--- config.mk ---
export PLATFORM = sky130hd
export DESIGN_NAME = fpu_fix2real
export DESIGN_NICKNAME = d
export VERILOG_FILES = /design/src/rtl/fpu_pack.sv /design/src/rtl/fpu_lzc.sv /design/src/rtl/fpu_fix2real.sv
export SDC_FILE = /design/constraint.sdc
export NUM_CORES = 1
export LEC_CHECK = 0
export BUFFER_PORTS_ARGS = -buffer_cell sky130_fd_sc_hd__buf_2
export CAP_MARGIN = 15
export CORE_UTILIZATION = 61
export CTS_CLUSTER_DIAMETER = 100
export DETAILED_ROUTE_END_ITERATION = 10
export PLACE_DENSITY = 0.82
export SLEW_MARGIN = 10
export SYNTH_ARGS = -nofsm -noshare
export SYNTH_HDL_FRONTEND = slang
export SYNTH_SLANG_ARGS = --single-unit
export TNS_END_PERCENT = 20
--- constraint.sdc ---
create_clock -name clk -period 3.45 [get_ports clk]
set_input_delay 0.69 -clock clk [delete_from_list [all_inputs] [get_ports clk]]
set_output_delay 0.69 -clock clk [all_outputs]
set_load 0.05 [all_outputs]
--- src/rtl/fpu_pack.sv ---
// Shared FPU definitions: real_t single-precision layout, exponent bias and
// the fixed-to-real pipeline stage record.
package fpu_pack;

  localparam int BW_EXPN      = 8;
  localparam int BW_FRAC      = 23;
  localparam int BW_DATA      = 1 + BW_EXPN + BW_FRAC;
  localparam int EXP_BASE     = 127;
  localparam int LAT_FIX2REAL = 3;

  // Widest legal fixed-point input; the S2->S3 record is sized for it.
  localparam int BW_INT_MAX   = 64;
  localparam int BW_EXPS      = BW_EXPN + 2;

  typedef struct packed {
    logic               sign;
    logic [BW_EXPN-1:0] expn;
    logic [BW_FRAC-1:0] frac;
  } real_t;

  // norm is left-justified in BW_INT_MAX bits so one record type serves
  // every BW_INT; the unused low bits are always zero.
  typedef struct packed {
    logic                      sign;
    logic                      zero;
    logic signed [BW_EXPS-1:0] expn;
    logic [BW_INT_MAX-1:0]     norm;
  } fix2real_norm_t;

  function automatic real_t pack_real(input logic sign,
                                      input logic [BW_EXPN-1:0] expn,
                                      input logic [BW_FRAC-1:0] frac);
    real_t r;
    r.sign = sign;
    r.expn = expn;
    r.frac = frac;
    return r;
  endfunction

endpackage

--- src/rtl/fpu_lzc.sv ---
// Combinational leading-zero counter; count equals WIDTH for an all-zero
// input.
module fpu_lzc #(
  parameter int unsigned WIDTH = 32,
  localparam int unsigned CW   = $clog2(WIDTH) + 1
) (
  input  logic [WIDTH-1:0] data,
  output logic [CW-1:0]    count
);

  // Scanning upward lets the highest set bit write last and win.
  always_comb begin
    count = CW'(WIDTH);
    for (int unsigned i = 0; i < WIDTH; i++) begin
      if (data[i]) count = CW'(WIDTH - 1 - i);
    end
  end

endmodule

--- src/rtl/fpu_fix2real.sv ---
// Three-stage signed fixed-point to real_t converter with valid/ready
// handshake. Optional out_inexact port under `FPU_FIX2REAL_STATUS_EN.
module fpu_fix2real
  import fpu_pack::*;
#(
  parameter int BW_INT    = 32,
  parameter int FRAC_BITS = 0
) (
  input  logic               clk,
  input  logic               rst_n,
  input  logic               in_valid,
  output logic               in_ready,
  input  logic [BW_INT-1:0]  in_data,
  output logic               out_valid,
  input  logic               out_ready,
  output logic [BW_DATA-1:0] out_data
`ifdef FPU_FIX2REAL_STATUS_EN
  ,
  output logic               out_inexact
`endif
);

  localparam int LZW     = $clog2(BW_INT) + 1;
  localparam int EXP_MIN = EXP_BASE - FRAC_BITS;
  localparam int EXP_MAX = EXP_BASE + BW_INT - FRAC_BITS;
  localparam int REST_W  = BW_INT_MAX - BW_FRAC - 2;
  localparam logic signed [BW_EXPS-1:0] EXP_TOP =
    BW_EXPS'(EXP_BASE + BW_INT - 1 - FRAC_BITS);

  if (BW_INT < 2 || BW_INT > BW_INT_MAX) begin : g_bad_bw_int
    $error("fpu_fix2real: BW_INT out of range 2..%0d", BW_INT_MAX);
  end
  if (FRAC_BITS < 0 || FRAC_BITS > BW_INT - 1) begin : g_bad_frac_bits
    $error("fpu_fix2real: FRAC_BITS out of range 0..BW_INT-1");
  end
  if (EXP_MIN < 1 || EXP_MAX > 254) begin : g_bad_exp_range
    $error("fpu_fix2real: exponent range leaves the normal range 1..254");
  end

  logic en;

  logic              s1_valid_q, s1_valid_d;
  logic              s1_sign_q, s1_sign_d;
  logic [BW_INT-1:0] s1_mag_q, s1_mag_d;

  logic              s2_valid_q, s2_valid_d;
  fix2real_norm_t    s2_q, s2_d;
  logic [LZW-1:0]    lz;
  logic [BW_INT-1:0] norm;

  logic              out_valid_q, out_valid_d;
  real_t             out_data_q, out_data_d;
  logic              inexact_d;

  logic                      lead;
  logic [BW_FRAC-1:0]        mant;
  logic                      guard;
  logic [REST_W-1:0]         rest;
  logic                      sticky;
  logic                      rnd_up;
  logic                      is_zero;
  logic [BW_FRAC:0]          mant_rnd;
  logic signed [BW_EXPS-1:0] expn_rnd;
  real_t                     res;
  logic                      unused_expn_hi;

  always_comb begin
    en       = !out_valid_q || out_ready;
    in_ready = en;
  end

  // S1: sign/magnitude; negating the most-negative value wraps to 2^(BW_INT-1).
  always_comb begin
    s1_valid_d = s1_valid_q;
    s1_sign_d  = s1_sign_q;
    s1_mag_d   = s1_mag_q;
    if (en) begin
      s1_valid_d = in_valid;
      s1_sign_d  = in_data[BW_INT-1];
      s1_mag_d   = in_data[BW_INT-1] ? (~in_data + BW_INT'(1)) : in_data;
    end
  end

  fpu_lzc #(.WIDTH(BW_INT)) u_lzc (
    .data  (s1_mag_q),
    .count (lz)
  );

  // S2: normalize and pre-compute the unrounded exponent.
  always_comb begin
    norm       = s1_mag_q << lz;
    s2_valid_d = s2_valid_q;
    s2_d       = s2_q;
    if (en) begin
      s2_valid_d = s1_valid_q;
      s2_d.sign  = s1_sign_q;
      s2_d.zero  = (s1_mag_q == '0);
      s2_d.expn  = EXP_TOP - $signed(BW_EXPS'(lz));
      s2_d.norm  = BW_INT_MAX'(norm) << (BW_INT_MAX - BW_INT);
    end
  end

  // S3: round to nearest even and pack. The exponent range is proven legal
  // at elaboration, so only its low BW_EXPN bits reach the output.
  always_comb begin
    {lead, mant, guard, rest} = s2_q.norm;
    sticky   = |rest;
    rnd_up   = guard && (sticky || mant[0]);
    mant_rnd = {1'b0, mant} + (BW_FRAC+1)'(rnd_up);
    expn_rnd = s2_q.expn + $signed({{(BW_EXPS-1){1'b0}}, mant_rnd[BW_FRAC]});
    unused_expn_hi = ^expn_rnd[BW_EXPS-1:BW_EXPN];
    is_zero  = s2_q.zero || !lead;
    res      = pack_real(s2_q.sign, expn_rnd[BW_EXPN-1:0], mant_rnd[BW_FRAC-1:0]);
    if (is_zero) res = '0;
    inexact_d = !is_zero && (guard || sticky);

    out_valid_d = out_valid_q;
    out_data_d  = out_data_q;
    if (en) begin
      out_valid_d = s2_valid_q;
      out_data_d  = res;
    end
  end

  always_ff @(posedge clk) begin
    if (!rst_n) begin
      s1_valid_q  <= 1'b0;
      s1_sign_q   <= 1'b0;
      s1_mag_q    <= '0;
      s2_valid_q  <= 1'b0;
      s2_q        <= '0;
      out_valid_q <= 1'b0;
      out_data_q  <= '0;
    end else begin
      s1_valid_q  <= s1_valid_d;
      s1_sign_q   <= s1_sign_d;
      s1_mag_q    <= s1_mag_d;
      s2_valid_q  <= s2_valid_d;
      s2_q        <= s2_d;
      out_valid_q <= out_valid_d;
      out_data_q  <= out_data_d;
    end
  end

  assign out_valid = out_valid_q;
  assign out_data  = out_data_q;

`ifdef FPU_FIX2REAL_STATUS_EN
  logic out_inexact_q, out_inexact_d;

  always_comb begin
    out_inexact_d = out_inexact_q;
    if (en) out_inexact_d = inexact_d;
  end

  always_ff @(posedge clk) begin
    if (!rst_n) out_inexact_q <= 1'b0;
    else        out_inexact_q <= out_inexact_d;
  end

  assign out_inexact = out_inexact_q;
`else
  logic unused_inexact;
  assign unused_inexact = inexact_d;
`endif

endmodule

Yosys cells after proc, flatten, opt, wreduce, memory -nomap -nowiden
Cells that the tools add are included.
{"block": "totals", "ram_bits": 0, "latch_bits": 0, "output_inout_bits": 34, "n_memories": 0, "elab_cells": 60, "romBits": 0, "register_bits": 110}
{"block": "classes", "div": 0, "muxes": 34, "n_mul": 0, "n_reduce_logical": 8, "eq_ne": 0, "n_shift": 1, "add_sub_neg": 4, "bitwise_logic": 1, "magnitude_cmp": 0}
{"cell": "$mux 6", "n": 32}
{"cell": "$mux 32", "n": 2}
{"cell": "$add 32x1->32 const B", "n": 1}
{"cell": "$logic_not 32->1", "n": 1}
{"cell": "$not 32->32", "n": 1}
{"cell": "$shl 32x6->32", "n": 1}
{"cell": "$add 23x1->24", "n": 1}
{"cell": "$add 8x2->8", "n": 1}
{"cell": "$sub 8x6->8 const A", "n": 1}
{"cell": "$reduce_or 7->1", "n": 1}
{"cell": "$logic_or 1x1->1", "n": 3}
{"cell": "$logic_not 1->1", "n": 2}
{"cell": "$logic_and 1x1->1", "n": 1}

Longest topological paths before layout
{"block": "depth", "depth_word": 33, "ltp_mapped": 14}

Hierarchy
Synthesis repeated with hierarchy kept, for this count alone.
{"block": "hier_totals", "hier_cells": 849, "hier_area_um2": 7059.3}
{"mod": "fpu_fix2real", "cells_per_inst": 784, "area_per_inst_um2": 6691.4, "instances": 1}
{"mod": "fpu_lzc", "cells_per_inst": 65, "area_per_inst_um2": 367.9, "instances": 1}

Least setup slack after synthesis
OpenSTA, ideal clock, no wires.
{"block": "synth_timing", "kind": "input-to-reg", "from": "input in_data[4]", "to": "register s1_mag_q[28]", "setup_ps": 117, "path_stages": 9, "path_buffers": 0, "arrival_ps": 3021, "slack_ps": 311, "path_cell_list": "or3_4 -> or3b_4 -> nand2b_4 -> or4_4 -> or4_4 -> o31ai_4 -> xor2_1 -> nand2_1 -> o211a_1"}
{"block": "synth_via", "elab_chain_cells": 3}
{"element": "start, declared", "line": "fpu_fix2real.sv:13", "source": "input logic [BW_INT-1:0] in_data,"}
{"element": "$not 32->32", "line": "fpu_fix2real.sv:80", "source": "s1_mag_d = in_data[BW_INT-1] ? (~in_data + BW_INT'(1)) : in_data;"}
{"element": "$add 32x1->32", "line": "fpu_fix2real.sv:80"}
{"element": "$mux 32", "line": "fpu_fix2real.sv:80"}
{"element": "end signal, assigned", "line": "fpu_fix2real.sv:137", "source": "s1_mag_q <= s1_mag_d;"}
{"element": "end, declared", "line": "fpu_fix2real.sv:44", "source": "logic [BW_INT-1:0] s1_mag_q, s1_mag_d;"}
No other way between the ends.
A chain may end at the register's enable or synchronous reset.

Worst setup path after layout
{"block": "layout_timing", "from": "register s1_mag_q[2]", "to": "register s2_q, in the netlist mant[9]"}
{"block": "layout_via", "elab_chain_cells": 31}
{"element": "$mux 6 (30 in series)", "line": "fpu_lzc.sv:15", "source": "if (data[i]) count = CW'(WIDTH - 1 - i);"}
{"element": "$shl 32x6->32 (*)", "line": "fpu_fix2real.sv:91", "source": "norm = s1_mag_q << lz;"}
{"element": "end signal, assigned", "line": "fpu_fix2real.sv:131", "source": "s2_q <= '0;"}
{"element": "end signal, assigned", "line": "fpu_fix2real.sv:139", "source": "s2_q <= s2_d;"}
{"element": "end, declared", "line": "fpu_fix2real.sv:47", "source": "fix2real_norm_t s2_q, s2_d;"}
Mark *: on every way between the ends. The rest lies on a longest branch, timed or not.

==> impl_metrics.xml <==
<?xml version="1.0" encoding="UTF-8"?>
<metrics>
  <group name="die">
    <metric name="die-area" unit="sq mm">0.0128</metric>
    <metric name="pin_count" unit="">70</metric>
    <metric name="site_rows" unit="">40</metric>
    <metric name="initial_utilization" unit="%">62.6</metric>
    <metric name="die_y" unit="um">113</metric>
    <metric name="die_width" unit="um">113</metric>
    <metric name="placeableCoreArea" unit="sq mm">0.0121</metric>
  </group>
  <group name="finish">
    <metric name="seqCellArea" unit="sq mm">0.00220</metric>
    <metric name="top_library_cells_by_usage_in_the_layout_fill_and_taps_aside" unit="">sky130_fd_sc_hd__nand2_1 (134), sky130_fd_sc_hd__dfxtp_1 (110), sky130_fd_sc_hd__buf_2 (69)</metric>
    <metric name="syn_to_final_growth" unit="%">11.4</metric>
    <metric name="fillerInstances" unit="">1021</metric>
    <metric name="layout.cells.most_common" unit="">sky130_fd_sc_hd__nand2_1</metric>
    <metric name="finalNetCount" unit="">1034</metric>
    <metric name="area_of_the_multi_input_gates" unit="sq mm">0.00495</metric>
    <metric name="post_route_cells_drive_above_1_share" unit="%">15.9</metric>
    <metric name="post_layout_nonfiller_instances" unit="">1166</metric>
    <metric name="insertedDiodeCount" unit="">0</metric>
  </group>
  <group name="clock_network">
    <metric name="clock_tree.htree_level_count" unit="">3</metric>
    <metric name="cts-buffers-inserted" unit="">9</metric>
    <metric name="cts.hold.buffers_added" unit="">0</metric>
    <metric name="cts.reportedPaths.clkPinSlew" unit="ns">0.08</metric>
    <metric name="numClockSinks" unit="">110</metric>
    <metric name="cts_resized" unit="">0</metric>
    <metric name="cts.repair_timing.setup_buffer_count" unit="">0</metric>
    <metric name="clockRootBuffer" unit="">sky130_fd_sc_hd__clkbuf_16</metric>
    <metric name="clkLatencyLatePin" unit="ns">0.37</metric>
    <metric name="cts.path.max_buffers" unit="">2</metric>
    <metric name="tritoncts" unit="">built</metric>
  </group>
  <group name="yosys">
    <metric name="async_flop_share" unit="%">0</metric>
    <metric name="post_synth_num_cell_types" unit="">69</metric>
    <metric name="synth_flop_cell" unit="">sky130_fd_sc_hd__dfxtp_1</metric>
    <metric name="synth.avg_cell_area" unit="sq um">7.81</metric>
    <metric name="netlist_area" unit="sq mm">0.00755</metric>
    <metric name="synth.yosys.warnings" unit="">0</metric>
    <metric name="post_synth_net_total" unit="">1007</metric>
    <metric name="synth.yosys.seq_area_share" unit="%">29.2</metric>
    <metric name="synth-seq-cells" unit="">110</metric>
    <metric name="synth_enable_flop_cells" unit="">0</metric>
    <metric name="post_synthesis_cell_count" unit="">966</metric>
  </group>
  <group name="worst_setup_path">
    <metric name="worst_ep_required" unit="ns">3.73</metric>
    <metric name="worstSetupPathType" unit="">register to register</metric>
    <metric name="crit_path_start_kind" unit="">register</metric>
    <metric name="cp_slowest_cell" unit="">sky130_fd_sc_hd__dfxtp_1</metric>
    <metric name="path_cells" unit="">nor2_1, a221oi_1, nor4_1, o21ai_0, nand2_1, inv_1, buf_4, mux2_2, a21oi_1, a211oi_1, nor3_1</metric>
    <metric name="cp_top_family" unit="">compound AO/OA/AOI/OAI gates</metric>
    <metric name="critical_path_arrival" unit="ns">3.55</metric>
    <metric name="path_max_fanout" unit="">11</metric>
    <metric name="crit_buf_inv" unit="">2</metric>
    <metric name="end_kind" unit="">register</metric>
    <metric name="cp_slowest_stage_delay" unit="ns">0.57</metric>
  </group>
  <group name="grt">
    <metric name="grt_overflow" unit="">0</metric>
    <metric name="groute.usage.overall" unit="%">32.3</metric>
    <metric name="number_of_global_route_vias_before_repair" unit="">6821</metric>
    <metric name="grt_antenna_before_repair" unit="">0</metric>
    <metric name="first_pass_grt_wire_length" unit="mm">33.3</metric>
    <metric name="grt_max_degree" unit="">97</metric>
  </group>
  <group name="drt">
    <metric name="wl" unit="mm">20.1</metric>
    <metric name="postRouteAntennaNets" unit="">0</metric>
    <metric name="routed-via-count" unit="">7438</metric>
    <metric name="firstDrtPassIters" unit="">6</metric>
    <metric name="routedWlPerCell" unit="um">17.2</metric>
    <metric name="drt_first_iter_violations" unit="">805</metric>
    <metric name="via_per_inst" unit="">6.38</metric>
    <metric name="drcViolationCount" unit="">0</metric>
  </group>
  <group name="place">
    <metric name="place_hpwl" unit="mm">14.5</metric>
    <metric name="io_buffer_count" unit="">69</metric>
    <metric name="dpl.cell_count" unit="">1150</metric>
    <metric name="gp_congestion" unit="">0.949</metric>
  </group>
  <group name="pwr">
    <metric name="clock_power_share" unit="%">25.1</metric>
    <metric name="p_comb_share" unit="%">36.5</metric>
    <metric name="power_switching" unit="mW">1.61</metric>
    <metric name="share_seq_of_total_power" unit="%">38.4</metric>
    <metric name="power_density" unit="mW/mm^2">496</metric>
    <metric name="total_leakage_power" unit="nW">3.63</metric>
    <metric name="ir_drop" unit="mV">0.366</metric>
    <metric name="power.share.switching" unit="%">38.7</metric>
    <metric name="p_total" unit="mW">4.17</metric>
    <metric name="p_int" unit="mW">2.55</metric>
  </group>
  <group name="min_path">
    <metric name="timing.hold.worst.class" unit="">register to register</metric>
  </group>
  <group name="job">
    <metric name="max_cap_violations" unit="">0</metric>
  </group>
  <group name="timing">
    <metric name="rsz0062_at_grt" unit="">false</metric>
    <metric name="finalCritPeriodShare" unit="%">94.7</metric>
    <metric name="worst_slew_margin_rel" unit="%">44.8</metric>
    <metric name="report.final.hold_viol_count" unit="">0</metric>
    <metric name="report.final.slew_viol_count" unit="">0</metric>
    <metric name="achievable-frequency" unit="MHz">306</metric>
    <metric name="final.hold.worst_slack" unit="ns">0.469</metric>
    <metric name="tightestPinTransition" unit="ns">0.828</metric>
    <metric name="clock_period_minus_final_worst_setup_slack" unit="ns">3.27</metric>
    <metric name="final.setup_skew" unit="ns">0.00883</metric>
    <metric name="setup_total_negative_slack" unit="ns">0</metric>
    <metric name="setup_viol" unit="">0</metric>
  </group>
  <group name="run_status">
    <metric name="run_status" unit="">finished, final reports clean</metric>
  </group>
</metrics>
==> power by group through the flow <==
stage / Sequential, mW / Clock [mW] / Combinational, mW
after floorplan: 1.60 / 0 / 1.06
after global placement: 1.61 / 0 / 1.45
after detailed placement: 1.62 / 0 / 1.47
after CTS: 1.59 / 1.05 / 1.48
after global routing: 1.62 / 1.11 / 1.65
final: 1.60 / 1.05 / 1.52
==> cell type report <==
cell class	instances	area share [%]
repair buffers	110	8.22
clock buffers	10	2.84
well taps	168	2.50
inverters	15	0.670
multi-input cells	747	58.9
flip-flops and latches	110	26.2
clock inverters	6	0.655
==> per-layer routing <==
metal / vias to the layer above / global-route usage (%) / wire, um
li1: 3587 / - / -
met1: 3481 / 42.4 / 8830
met2: 312 / 52.4 / 9290
met3: 58 / 7.61 / 1500
met4: 0 / 10.4 / 486
met5: - / 0 / 0
==> metrics by stage <==
stage | util [%] | setup slack (ns) | cell area [sq um]
after floorplan | - | 0.311 | 7550
after global placement | 67.2 | 0.134 | 8100
after global routing | 69.7 | 0.0504 | 8410
after detailed placement | 67.2 | 0.0849 | 8100
after CTS | 69.6 | 0.206 | 8400
final | 69.7 | 0.182 | 8410
==> worst paths after layout <==
kind / startpoint / end / slack [ns] / cells after the start
min reg2reg: s1_sign_q$_SDFFE_PN0P_ / s1_sign_q$_SDFFE_PN0P_ / 0.47 / 2
max reg2reg: s1_mag_q[2]$_SDFFE_PN0P_ / mant[9]$_SDFFE_PN0P_ / 0.18 / 11
max: s1_mag_q[2]$_SDFFE_PN0P_ / mant[9]$_SDFFE_PN0P_ / 0.18 / 11
min: s1_sign_q$_SDFFE_PN0P_ / s1_sign_q$_SDFFE_PN0P_ / 0.47 / 2
==> cells in the mapped netlist (all sizes together) (14+ instances only) <==
cell | instances | area [sq um]
xnor2 | 21 | 184
nor4 | 14 | 87.6
dfxtp | 110 | 2200
o211ai | 16 | 120
nand2 | 135 | 509
clkbuf | 75 | 282
a22oi | 47 | 353
mux2i | 43 | 430
and3 | 17 | 106
o211a | 34 | 340
xor2 | 37 | 324
o21ai | 49 | 249
or4 | 14 | 113
o31ai | 17 | 141
nand3 | 33 | 165
buf | 19 | 90.1
nor2 | 51 | 191
a21oi | 32 | 160
inv | 15 | 56.3
nor2b | 40 | 250
==> flip-flops by register name, indices dropped and copies added (netlist names) <==
register	count
guard	1
lead	1
mant	23
out_data	32
out_valid	1
rest	7
s1_mag_q	32
s1_sign_q	1
s1_valid_q	1
s2_q	10
s2_valid_q	1
==> worst min-delay path, cell delays in order, from the launching register on <==
cell	delay, ns
sky130_fd_sc_hd__dfxtp_1	0.31
sky130_fd_sc_hd__nand2_1	0.05
sky130_fd_sc_hd__a21boi_0	0.06
==> logic make-up after synthesis <==
family	Yosys count	share of synthesized area, %
AOI/OAI and AO/OA	278	27.4
xor gates and xnor gates	58	6.73
adders and majority gates	5	0.829
buffers and inverters	109	5.67
DFF	110	29.2
muxes	51	6.90
and+or+nand+nor	355	23.3
Note: power is estimated with default switching activity, not from simulation.
